<file path="config.mk">
export PLATFORM = sky130hd
export DESIGN_NAME = div
export DESIGN_NICKNAME = d
export VERILOG_FILES = /design/src/rtl/div.sv
export SDC_FILE = /design/constraint.sdc
export NUM_CORES = 1
export LEC_CHECK = 0
export ABC_AREA = 1
export ABC_CLOCK_PERIOD_IN_PS = 7750
export CORE_AREA = 2 2 181 218
export DETAILED_ROUTE_END_ITERATION = 8
export DIE_AREA = 0 0 183 220
export PLACE_DENSITY = 0.51
export RECOVER_POWER = 50
export SLEW_MARGIN = 10
export SYNTH_ARGS = -nofsm -noshare
export SYNTH_HDL_FRONTEND = slang
export SYNTH_SLANG_ARGS = --single-unit
</file>
<file path="constraint.sdc">
create_clock -name clk -period 7.75 [get_ports clk]
set_clock_uncertainty 0.15 [all_clocks]
set_input_delay 1.55 -clock clk [delete_from_list [all_inputs] [get_ports clk]]
set_output_delay 1.55 -clock clk [all_outputs]
set_load 0.1 [all_outputs]
</file>
<file path="src/rtl/div.sv">
// Multi-cycle radix-2 restoring divider for DIV/DIVU; returns {remainder, quotient}.
// Optional fast divide-by-zero path enabled by defining DIV_BYZERO_FAST_EN.
module div #(
   parameter int DATA_W = 32
) (
   input  logic                  clk,
   input  logic                  rst,
   input  logic                  signed_div_i,
   input  logic [DATA_W-1:0]     opdata1_i,
   input  logic [DATA_W-1:0]     opdata2_i,
   input  logic                  start_i,
   input  logic                  annul_i,
   output logic [2*DATA_W-1:0]   result_o,
   output logic                  ready_o
);

   localparam int CW = $clog2(DATA_W) + 1;

   typedef enum logic [1:0] {FREE, BYZERO, ON, END} state_t;

   state_t              state_q, state_d;
   logic [CW-1:0]       cnt_q, cnt_d;
   logic [DATA_W-1:0]   rem_q, rem_d;
   logic [DATA_W-1:0]   dvd_q, dvd_d;
   logic [DATA_W-1:0]   dvs_q, dvs_d;
   logic                sgn_q, sgn_d;
   logic                s1_q, s1_d;
   logic                s2_q, s2_d;
   logic [2*DATA_W-1:0] result_q, result_d;
   logic                ready_q, ready_d;

   logic [DATA_W:0]     trial;
   logic [DATA_W-1:0]   quo_fix, rem_fix;

   // rem_q < dvs_q always holds, so {rem, next bit} fits in DATA_W+1 bits
   assign trial   = {rem_q, dvd_q[DATA_W-1]} - {1'b0, dvs_q};
   assign quo_fix = (sgn_q && (s1_q ^ s2_q)) ? '0 - dvd_q : dvd_q;
   assign rem_fix = (sgn_q && s1_q) ? '0 - rem_q : rem_q;

   always_comb begin
      state_d  = state_q;
      cnt_d    = cnt_q;
      rem_d    = rem_q;
      dvd_d    = dvd_q;
      dvs_d    = dvs_q;
      sgn_d    = sgn_q;
      s1_d     = s1_q;
      s2_d     = s2_q;
      result_d = result_q;
      ready_d  = ready_q;
      case (state_q)
         FREE: begin
            result_d = '0;
            ready_d  = 1'b0;
            if (start_i && !annul_i) begin
               sgn_d   = signed_div_i;
               s1_d    = opdata1_i[DATA_W-1];
               s2_d    = opdata2_i[DATA_W-1];
               dvd_d   = (signed_div_i && opdata1_i[DATA_W-1]) ? '0 - opdata1_i : opdata1_i;
               dvs_d   = (signed_div_i && opdata2_i[DATA_W-1]) ? '0 - opdata2_i : opdata2_i;
               rem_d   = '0;
               cnt_d   = '0;
               state_d = ON;
`ifdef DIV_BYZERO_FAST_EN
               if (opdata2_i == '0) state_d = BYZERO;
`endif
            end
         end
`ifdef DIV_BYZERO_FAST_EN
         BYZERO: begin
            if (annul_i) begin
               state_d = FREE;
            end else begin
               state_d  = END;
               result_d = '0;
               ready_d  = 1'b1;
            end
         end
`endif
         ON: begin
            if (annul_i) begin
               state_d  = FREE;
               result_d = '0;
               ready_d  = 1'b0;
            end else if (cnt_q == CW'(DATA_W)) begin
               // all iterations done: apply sign correction and present the result
               state_d  = END;
               result_d = {rem_fix, quo_fix};
               ready_d  = 1'b1;
            end else begin
               cnt_d = cnt_q + 1'b1;
               if (!trial[DATA_W]) begin
                  rem_d = trial[DATA_W-1:0];
                  dvd_d = {dvd_q[DATA_W-2:0], 1'b1};
               end else begin
                  rem_d = {rem_q[DATA_W-2:0], dvd_q[DATA_W-1]};
                  dvd_d = {dvd_q[DATA_W-2:0], 1'b0};
               end
            end
         end
         END: begin
            if (!start_i || annul_i) begin
               state_d  = FREE;
               result_d = '0;
               ready_d  = 1'b0;
            end
         end
         default: begin
            state_d  = FREE;
            result_d = '0;
            ready_d  = 1'b0;
         end
      endcase
   end

   always_ff @(posedge clk or posedge rst) begin
      if (rst) begin
         state_q  <= FREE;
         cnt_q    <= '0;
         rem_q    <= '0;
         dvd_q    <= '0;
         dvs_q    <= '0;
         sgn_q    <= 1'b0;
         s1_q     <= 1'b0;
         s2_q     <= 1'b0;
         result_q <= '0;
         ready_q  <= 1'b0;
      end else begin
         state_q  <= state_d;
         cnt_q    <= cnt_d;
         rem_q    <= rem_d;
         dvd_q    <= dvd_d;
         dvs_q    <= dvs_d;
         sgn_q    <= sgn_d;
         s1_q     <= s1_d;
         s2_q     <= s2_d;
         result_q <= result_d;
         ready_q  <= ready_d;
      end
   end

   assign result_o = result_q;
   assign ready_o  = ready_q;

endmodule

</file>
==> results of run 1 <==
-- critical path, delay by kind of cell --
family	cells	cell delay, ns
AND/OR/NAND/NOR	4	2.61
buffers and inverters	3	1.15
AO/OA/AOI/OAI	1	0.33
-- where the power goes --
group | internal [mW] | switching [mW] | total [mW] | leakage, nW
clock network | 0.454 | 0.417 | 0.872 | 0.275
registers | 1.23 | 0.358 | 1.59 | 2.26
logic | 1.36 | 3.41 | 4.77 | 5.42
total | 3.04 | 4.19 | 7.23 | 7.96
-- cells by family after synthesis --
kind of cell,synth area share (%)
AOI/OAI and AO/OA,12.1
xor gates and xnor gates,2.92
adders and majority gates,3.75
buffers and inverters,11.0
DFF,32.6
and+or+nand+nor,37.6
-- flip-flops by register name, summed over array words and instances, names as in the netlist --
| signal | count |
|---|---|
| result_o | 64 |
| dvd_q | 32 |
| ready_o | 1 |
| dvs_q | 32 |
| cnt_q | 6 |
| rem_q | 32 |
| sgn_q | 1 |
| state_q | 2 |
| s2_q | 1 |
| s1_q | 1 |
-- metrics by stage --
step | setup WS [ns] | util (%)
after global placement | 3.20 | 38.9
after global routing | 1.81 | 40.3
final | 2.23 | 40.3
after CTS | 3.63 | 40.4
after detailed placement | 3.15 | 38.9
after floorplan | 1.39 | -
-- cells in the mapped netlist, types with 6 or more instances --
library cell	count	area [um^2]
sky130_fd_sc_hd__nand2_1	677	2540
sky130_fd_sc_hd__inv_1	291	1090
sky130_fd_sc_hd__nand3_1	202	1010
sky130_fd_sc_hd__dfrtp_1	172	4300
sky130_fd_sc_hd__nor2_1	165	619
sky130_fd_sc_hd__o21ai_0	142	711
sky130_fd_sc_hd__a21oi_1	95	475
sky130_fd_sc_hd__ha_1	38	475
sky130_fd_sc_hd__clkbuf_1	28	105
sky130_fd_sc_hd__xor2_1	28	245
sky130_fd_sc_hd__nor3_1	27	135
sky130_fd_sc_hd__nand4_1	24	150
sky130_fd_sc_hd__nand2_2	19	119
sky130_fd_sc_hd__buf_2	17	85.1
sky130_fd_sc_hd__xnor2_1	16	140
sky130_fd_sc_hd__inv_2	14	52.6
sky130_fd_sc_hd__o21ai_1	14	70.1
sky130_fd_sc_hd__nand3b_1	12	90.1
sky130_fd_sc_hd__o211ai_1	9	67.6
sky130_fd_sc_hd__a22o_1	7	61.3
sky130_fd_sc_hd__buf_1	6	22.5
sky130_fd_sc_hd__buf_4	6	45.0
sky130_fd_sc_hd__o31ai_1	6	45.0
-- final cells by class --
class,instances,area share (%)
Clock buffer,17,2.75
Clock inverter,15,1.03
Inverter,306,7.46
Multi-Input combinational cell,1533,48.1
Sequential cell,172,27.9
Tap cell,486,3.94
Timing Repair Buffer,139,8.91
-- worst max-delay path by stage --
stage	cells after the start	slack, ns	endpoint
floorplan	1	1.39	cnt_q[0]
global placement	9	3.20	result_o[52]
detailed placement	9	3.15	result_o[48]
CTS	9	3.63	result_o[48]
global route	9	1.81	result_o[39]
finish	8	2.23	result_o[39]
-- layer usage --
layer | track usage (%) | vias to the layer above
met5 | 0 | -
met4 | 11.4 | 0
met3 | 2.55 | 73
met2 | 40.9 | 287
met1 | 27.0 | 6016
li1 | - | 6797
==> results.py, run 1 <==
metrics = {
    "cts": {
        "cts.repair.resized": 0,
        "cts_hold_repair.buffers": 0,
        "tritoncts.num_buffers": 17,
        "tritoncts": "done",
        "worstSkewPairLatency_ns": 0.46,
        "clkSinkCount": 172,
        "h_tree_level_count": 4,
        "post_cts_buffers": 0,
        "clockBufferDepth": 2,
        "cts.reportedPaths.clkPinSlew_ns": 0.07,
        "ctsRootBufferMaster": "sky130_fd_sc_hd__clkbuf_16",
    },
    "logic_synthesis": {
        "yosys_warning_total": 0,
        "synth-main-ff-cell": "sky130_fd_sc_hd__dfrtp_1",
        "synth_cell_type_count": 48,
        "postSynthRegisterBits": 172,
        "syn-num-nets": 2179,
        "seq_area_frac_synth_pct": 32.6,
        "syn-cell-area_um2": 13200,
        "syn_area_per_cell_um2": 6.38,
        "synth_edf_count": 0,
        "ys_async_rst_share_pct": 100,
        "synthesis.instances": 2071,
    },
    "final_layout": {
        "fillers": 4160,
        "multiInputGateArea_um2": 7420,
        "layout.cells.most_common": "sky130_fd_sc_hd__nand2_1",
        "area_growth_pct": 16.9,
        "final-instance-count-excl-fill": 2668,
        "leading_cell_types_in_the_layout_fill_and_taps_excluded": "680 x sky130_fd_sc_hd__nand2_1, 290 x sky130_fd_sc_hd__inv_1, 202 x sky130_fd_sc_hd__nand3_1",
        "finalInstanceArea_um2": 15400,
        "nets": 2277,
        "antenna-diode-count": 0,
        "ff_latch_area_um2": 4300,
        "layout-drive-gt1-share_pct": 4.49,
    },
    "worst_setup_path": {
        "path_cells": "dlygate4sd3_1, nor2_1, nand2_2, nand2_1, inv_2, nand2_8, inv_2, a32o_1",
        "worstSetupStartpointType": "input port",
        "crit_fanout": 68,
        "timing.critical_path.from": "annul_i",
        "crit_path_end_kind": "register",
        "crit-reg2reg-capture": "result_o[39]",
        "ff2ff_path_depth": 9,
        "arrival_ns": 5.70,
        "timing.critical_path.mode_cell": "sky130_fd_sc_hd__inv_2",
        "required_ns": 7.93,
        "setup.reg_to_reg.worst_slack_ns": 2.31,
        "worstReg2RegStart": "state_q[0]",
        "crit_path_max_incr_delay_ns": 1.73,
        "critPathKind": "input port to register",
        "cp_slowest_cell": "sky130_fd_sc_hd__nand2_1",
    },
    "sta": {
        "min_period_ns": 5.52,
        "final_hold_violation_count": 0,
        "hold-worst-slack_ns": 0.327,
        "slew-limit-headroom_pct": -124,
        "timing_max_transition_violations_final": 143,
        "min_period_over_period_pct": 71.3,
        "grt_setup_unrepaired": "no",
        "final-setup-viol-count": 0,
        "fmax_mhz": 181,
        "setup_tns_ns": 0,
        "worstMarginPinSlew_ns": 3.35,
    },
    "hold_path": {
        "min_path_type": "register to register",
        "hold_path_depth": 2,
        "holdCritStartpoint": "result_o[49]",
        "timing.hold.worst_endpoint": "result_o[49]",
    },
    "drt": {
        "drc": 0,
        "routed_wirelength_um": 45100,
        "met2RoutedLength_um": 22200,
        "dr.pass1.iters": 5,
        "routed_wirelength_normalized_by_instance_count_um": 16.9,
        "via_count": 13200,
        "met3_wirelength_um": 1520,
        "dr.first_iter.drc_count": 767,
        "final_antenna_net_count": 0,
        "detail_route.vias_per_cell": 4.94,
        "route.layer.met1.wl_um": 19200,
        "dr.max_layer_used": "met4",
    },
    "global_routing": {
        "grt_first_pass_wirelength_um": 70500,
        "track_usage_pct": 22.8,
        "globalRouteOverflowTotal": 0,
        "largest_net_degree_at_the_start_of_global_routing": 77,
        "antenna_found_initial": 0,
        "grt_pass1_vias": 12900,
    },
    "floorplan": {
        "num_rows": 79,
        "io_pins": 134,
        "placeableCoreArea_um2": 38400,
        "die_height_um": 220,
        "initial_utilization_pct": 34.4,
        "die_w_um": 183,
        "die_area_um2": 40300,
    },
    "run": {
        "drv.max_cap_violation_count": 2,
    },
    "power_and_ir_drop": {
        "static-leakage-power_nw": 7.96,
        "total_power_mw": 7.23,
        "power.ir.vdd_worst_v": 0.000187,
        "power-per-cell-area_nw_per_um2": 468,
    },
    "status": {
        "status": "complete, but fails checks",
        "failing_checks": "max-capacitance violations, max-slew violations",
    },
    "placement": {
        "gp_congestion": 0.942,
        "numPlacedInstances": 2636,
        "numPortBuffers": 133,
        "area_after_dpl_um2": 14900,
        "dp_hpwl_um": 35700,
    },
}
No activity file was read; power rests on OpenSTA's default activity.
==> run 2: changes to the inputs <==
--- a/config.mk
+++ b/config.mk
@@ -6,7 +6,7 @@
 export NUM_CORES = 1
 export LEC_CHECK = 0
 export ABC_AREA = 1
-export ABC_CLOCK_PERIOD_IN_PS = 7750
+export ABC_CLOCK_PERIOD_IN_PS = 5700
 export CORE_AREA = 2 2 181 218
 export DETAILED_ROUTE_END_ITERATION = 8
 export DIE_AREA = 0 0 183 220
==> constraint.sdc (replaced) <==
create_clock -name clk -period 5.7 [get_ports clk]
set_clock_uncertainty 0.15 [all_clocks]
set_input_delay 1.14 -clock clk [delete_from_list [all_inputs] [get_ports clk]]
set_output_delay 1.14 -clock clk [all_outputs]
set_load 0.1 [all_outputs]
==> results.py, run 2 (synthesis results as in run 1) <==
metrics = {
    "sta": {
        "min_period_ns": 4.13,
        "final-setup-viol-count": 0,
        "slew-limit-headroom_pct": -63.7,
        "timing_max_transition_violations_final": 173,
        "setup_ws_ns": 1.57,
        "grt_setup_unrepaired": "no",
        "min_period_over_period_pct": 72.5,
        "fmax_mhz": 242,
        "setup_tns_ns": 0,
        "hold-worst-slack_ns": 0.329,
        "final_hold_violation_count": 0,
        "worstMarginPinSlew_ns": 2.45,
    },
    "floorplan": {
        "die_w_um": 183,
        "placeableCoreArea_um2": 38400,
        "die_area_um2": 40300,
        "num_rows": 79,
        "io_pins": 134,
        "die_height_um": 220,
        "initial_utilization_pct": 34.4,
    },
    "cts": {
        "worstSkewPairLatency_ns": 0.45,
        "cts.reportedPaths.clkPinSlew_ns": 0.07,
        "h_tree_level_count": 4,
        "cts_hold_repair.buffers": 0,
        "clkSinkCount": 172,
        "post_cts_buffers": 0,
        "tritoncts.num_buffers": 17,
        "cts.repair.resized": 0,
        "ctsRootBufferMaster": "sky130_fd_sc_hd__clkbuf_16",
        "tritoncts": "done",
        "clockBufferDepth": 2,
    },
    "placement": {
        "gp_congestion": 0.935,
        "dp_hpwl_um": 35000,
        "preCtsSetupSlack_ns": 1.80,
        "numPortBuffers": 133,
    },
    "worst_setup_path": {
        "critPathKind": "register to register",
        "arrival_ns": 4.25,
        "worstSetupStartpointType": "register",
        "crit_path_end_kind": "register",
        "crit_fanout": 67,
        "required_ns": 5.82,
        "ff2ff_path_depth": 7,
    },
    "power_and_ir_drop": {
        "power.ir.vdd_worst_v": 0.000270,
        "static-leakage-power_nw": 7.97,
        "total_power_mw": 9.83,
        "power-per-cell-area_nw_per_um2": 636,
    },
    "global_routing": {
        "grt_first_pass_wirelength_um": 70100,
        "globalRouteOverflowTotal": 0,
        "antenna_found_initial": 0,
        "track_usage_pct": 22.5,
        "grt_pass1_vias": 12800,
        "largest_net_degree_at_the_start_of_global_routing": 173,
    },
    "final_layout": {
        "antenna-diode-count": 0,
        "fillers": 4132,
        "leading_cell_types_in_the_layout_fill_and_taps_excluded": "679 x sky130_fd_sc_hd__nand2_1, 290 x sky130_fd_sc_hd__inv_1, 202 x sky130_fd_sc_hd__nand3_1",
        "nets": 2277,
        "layout-drive-gt1-share_pct": 4.45,
        "area_growth_pct": 17.1,
        "largest_reg_flops": 64,
        "layout.cells.most_common": "sky130_fd_sc_hd__nand2_1",
    },
    "drt": {
        "final_antenna_net_count": 0,
        "drc": 0,
        "routed_wirelength_normalized_by_instance_count_um": 16.6,
        "routed_wirelength_um": 44400,
        "dr.first_iter.drc_count": 976,
        "via_count": 13300,
        "detail_route.vias_per_cell": 4.99,
        "dr.pass1.iters": 5,
    },
    "run": {
        "drv.max_cap_violation_count": 1,
    },
    "hold_path": {
        "min_path_type": "register to register",
        "hold_path_depth": 2,
    },
    "status": {
        "status": "complete, but fails checks",
        "failing_checks": "max-capacitance violations, max-slew violations",
    },
}
[run 2: worst max-delay path: stages (launching register included)]
cell                       delay [ns]
sky130_fd_sc_hd__dfrtp_1         0.43
sky130_fd_sc_hd__nor2_4          0.71
sky130_fd_sc_hd__inv_4           0.35
sky130_fd_sc_hd__nor2_1          0.55
sky130_fd_sc_hd__nand2_1         0.30
sky130_fd_sc_hd__nand2_4         0.12
sky130_fd_sc_hd__clkbuf_2        1.05
sky130_fd_sc_hd__o21ai_0         0.23
[run 2: stage by stage]
step                      area (um^2)  cells  util (%)
after floorplan                 13200   2071         -
after global placement          14900   2636      38.9
after detailed placement        14900   2636      38.9
after CTS                       15500   2667      40.4
after global routing            15500   2667      40.3
final                           15500   2667      40.3
[run 2: cell type report]
type	count	area [um^2]	share of cell area [%]
multi-input combinational	1533	7440	48.1
sequential	172	4300	27.8
timing repair buffer	139	1370	8.88
inverter	306	1150	7.47
tap	486	608	3.93
clock buffer	20	457	2.95
clock inverter	11	135	0.874
[run 2: worst paths after layout]
| path | startpoint | end | slack [ns] |
|---|---|---|---|
| max | state_q[0] | result_o[62] | 1.57 |
| min | result_o[50] | result_o[50] | 0.33 |
| max reg2reg | state_q[0] | result_o[62] | 1.57 |
| min reg2reg | result_o[50] | result_o[50] | 0.33 |
| max in group asynchronous | rst | result_o[54] | 1.92 |
| min in group asynchronous | rst | dvs_q[30] | 1.94 |
[run 2: metal layers]
metal	up-vias	share of wire, %	GRT usage, %
li1	6792	-	-
met1	6179	43	27.2
met2	282	50	40.2
met3	58	3.3	2.64
met4	0	4.2	10.2
met5	-	0	0
[run 2: power by group]
part	leakage (nW)	total (mW)	internal (mW)	switching, mW
combinational	5.43	6.46	1.85	4.62
sequential	2.26	2.16	1.68	0.486
clock	0.285	1.21	0.674	0.534
total	7.97	9.83	4.20	5.64
==> run 3: changes to the inputs <==
--- a/config.mk
+++ b/config.mk
@@ -6,7 +6,7 @@
 export NUM_CORES = 1
 export LEC_CHECK = 0
 export ABC_AREA = 1
-export ABC_CLOCK_PERIOD_IN_PS = 5700
+export ABC_CLOCK_PERIOD_IN_PS = 4250
 export CORE_AREA = 2 2 181 218
 export DETAILED_ROUTE_END_ITERATION = 8
 export DIE_AREA = 0 0 183 220
==> constraint.sdc (replaced) <==
create_clock -name clk -period 4.25 [get_ports clk]
set_clock_uncertainty 0.15 [all_clocks]
set_input_delay 0.85 -clock clk [delete_from_list [all_inputs] [get_ports clk]]
set_output_delay 0.85 -clock clk [all_outputs]
set_load 0.1 [all_outputs]
==> results.py, run 3 (synthesis results as in run 1) <==
metrics = {
    "status": {
        "status": "complete, but fails checks",
        "failing_checks": "max-capacitance violations, max-slew violations",
    },
    "floorplan": {
        "num_rows": 79,
        "initial_utilization_pct": 34.4,
        "die_area_um2": 40300,
        "placeableCoreArea_um2": 38400,
        "die_height_um": 220,
        "die_w_um": 183,
        "io_pins": 134,
    },
    "worst_setup_path": {
        "path_delay_family": "buffers and inverters",
        "crit_fanout": 42,
        "worstSetupStartpointType": "input port",
        "critPathKind": "input port to register",
        "cp_slowest_cell": "sky130_fd_sc_hd__nand2_1",
        "worst-path-buf-inv": 3,
        "timing.critical_path.mode_cell": "sky130_fd_sc_hd__nand2_1",
        "crit_path_max_incr_delay_ns": 0.69,
        "path_cells": "dlygate4sd3_1, nor2_8, nand2_1, nand2_1, inv_2, buf_12, a21oi_1, a22oi_1",
        "arrival_ns": 3.61,
        "crit_path_end_kind": "register",
        "required_ns": 4.43,
    },
    "cts": {
        "post_cts_buffers": 0,
        "h_tree_level_count": 4,
        "ctsRootBufferMaster": "sky130_fd_sc_hd__clkbuf_16",
        "cts_hold_repair.buffers": 0,
        "cts.repair.resized": 0,
        "cts.reportedPaths.clkPinSlew_ns": 0.07,
        "tritoncts": "done",
        "tritoncts.num_buffers": 17,
        "clockBufferDepth": 2,
        "clkSinkCount": 172,
        "worstSkewPairLatency_ns": 0.45,
    },
    "drt": {
        "detail_route.vias_per_cell": 4.97,
        "final_antenna_net_count": 0,
        "via_count": 13300,
        "routed_wirelength_normalized_by_instance_count_um": 17.0,
        "dr.first_iter.drc_count": 831,
        "routed_wirelength_um": 45500,
        "dr.pass1.iters": 6,
        "drc": 0,
    },
    "sta": {
        "fmax_mhz": 291,
        "setup_tns_ns": 0,
        "grt_setup_unrepaired": "no",
        "timing_max_transition_violations_final": 30,
        "worstMarginPinSlew_ns": 1.72,
        "slew-limit-headroom_pct": -15.0,
        "final_hold_violation_count": 0,
        "min_period_ns": 3.44,
        "min_period_over_period_pct": 80.8,
        "final-setup-viol-count": 0,
    },
    "final_layout": {
        "layout.core_utilization_pct": 40.6,
        "area_growth_pct": 17.8,
        "largest_reg_flops": 64,
        "layout.cells.most_common": "sky130_fd_sc_hd__nand2_1",
        "antenna-diode-count": 0,
        "ff_latch_area_um2": 4300,
        "multiInputGateArea_um2": 7450,
        "finalInstanceArea_um2": 15600,
        "layout-drive-gt1-share_pct": 4.84,
        "nets": 2285,
        "fillers": 4178,
        "leading_cell_types_in_the_layout_fill_and_taps_excluded": "679 x sky130_fd_sc_hd__nand2_1, 290 x sky130_fd_sc_hd__inv_1, 202 x sky130_fd_sc_hd__nand3_1",
    },
    "placement": {
        "dp_hpwl_um": 36300,
        "numPortBuffers": 133,
        "area_after_dpl_um2": 15000,
        "gp_congestion": 0.939,
    },
    "global_routing": {
        "global_route.usage.met2_pct": 41.0,
        "grt_first_pass_wirelength_um": 71600,
        "use_met1_pct": 28.6,
        "antenna_found_initial": 0,
        "largest_net_degree_at_the_start_of_global_routing": 68,
        "use_met3_pct": 2.31,
        "grt_pass1_vias": 12900,
        "track_usage_pct": 23.1,
        "grt-busiest-layer": "met2",
        "globalRouteOverflowTotal": 0,
    },
    "power_and_ir_drop": {
        "power-per-cell-area_nw_per_um2": 850,
        "static-leakage-power_nw": 8.02,
        "cellInternalPower_mw": 5.65,
        "clock_power_share_pct": 12.4,
        "power.sequential.fraction_pct": 22.0,
        "comb_power_share_pct": 65.6,
        "power.switching_mw": 7.58,
        "power.ir.vdd_worst_v": 0.000343,
        "p_sw_share_pct": 57.3,
    },
    "hold_path": {
        "min_path_type": "register to register",
    },
    "run": {
        "drv.max_cap_violation_count": 1,
    },
}
-- run 3: cell types whose count changed in the layout (fill, tap and decap cells not counted), moves of 2 or more --
| cell | before | now |
|---|---|---|
| sky130_fd_sc_hd__buf_12 | 0 | 2 |
| sky130_fd_sc_hd__buf_4 | 4 | 8 |
| sky130_fd_sc_hd__clkbuf_2 | 1 | 3 |
| sky130_fd_sc_hd__clkdlybuf4s50_1 | 125 | 128 |
| sky130_fd_sc_hd__clkinvlp_4 | 3 | 1 |
| sky130_fd_sc_hd__dlygate4sd3_1 | 8 | 5 |
| sky130_fd_sc_hd__inv_6 | 3 | 6 |
-- run 3: power by group through the flow --
| stage | logic, mW | registers [mW] | clock network [mW] |
|---|---|---|---|
| after detailed placement | 8.71 | 2.93 | 0 |
| after global placement | 8.69 | 2.92 | 0 |
| after global routing | 9.65 | 2.98 | 1.74 |
| final | 8.68 | 2.91 | 1.64 |
| after floorplan | 5.46 | 3.80 | 0 |
| after CTS | 8.75 | 2.90 | 1.67 |
-- run 3: metrics by stage --
step | power (mW) | hold slack, ns | setup slack [ns] | instances
after global routing | 14.4 | 0.355 | 0.580 | 2676
after detailed placement | 11.6 | 0.315 | 0.895 | 2644
after global placement | 11.6 | 0.317 | 0.933 | 2644
after CTS | 13.3 | 0.333 | 1.19 | 2676
final | 13.2 | 0.330 | 0.814 | 2676
after floorplan | 9.26 | 0.299 | 1.05 | 2071
-- run 3: cell type report --
class / instances / share of cell area (%)
multi-input cells: 1533 / 47.9
flip-flops and latches: 172 / 27.7
inverters: 306 / 7.41
clock inverters: 13 / 0.989
clock buffers: 19 / 2.85
well taps: 486 / 3.91
repair buffers: 147 / 9.32
-- run 3: per-layer routing --
metal  vias up  share of wire, %
li1       6806                 -
met1      6134                43
met2       302                50
met3        58               3.3
met4         0               3.8
met5         -                 0
-- run 3: tightest hold or removal path: stages (launching register included) --
cell and delay, ns:
sky130_fd_sc_hd__dfrtp_1 0.34, sky130_fd_sc_hd__nand2_1 0.05, sky130_fd_sc_hd__nand2_1 0.06
-- run 3: path summary, 6_finish.rpt --
| path | start | end | slack, ns | depth (start not counted) |
|---|---|---|---|---|
| min in group asynchronous | rst | dvd_q[20] | 1.11 | 2 |
| max in group asynchronous | rst | result_o[29] | 0.98 | 3 |
| worst min register to register | result_o[28] | result_o[28] | 0.33 | 2 |
| worst max-delay path | annul_i | dvd_q[2] | 0.81 | 8 |
| worst min-delay path | result_o[28] | result_o[28] | 0.33 | 2 |
| worst max register to register | state_q[1] | dvd_q[2] | 1.06 | 10 |
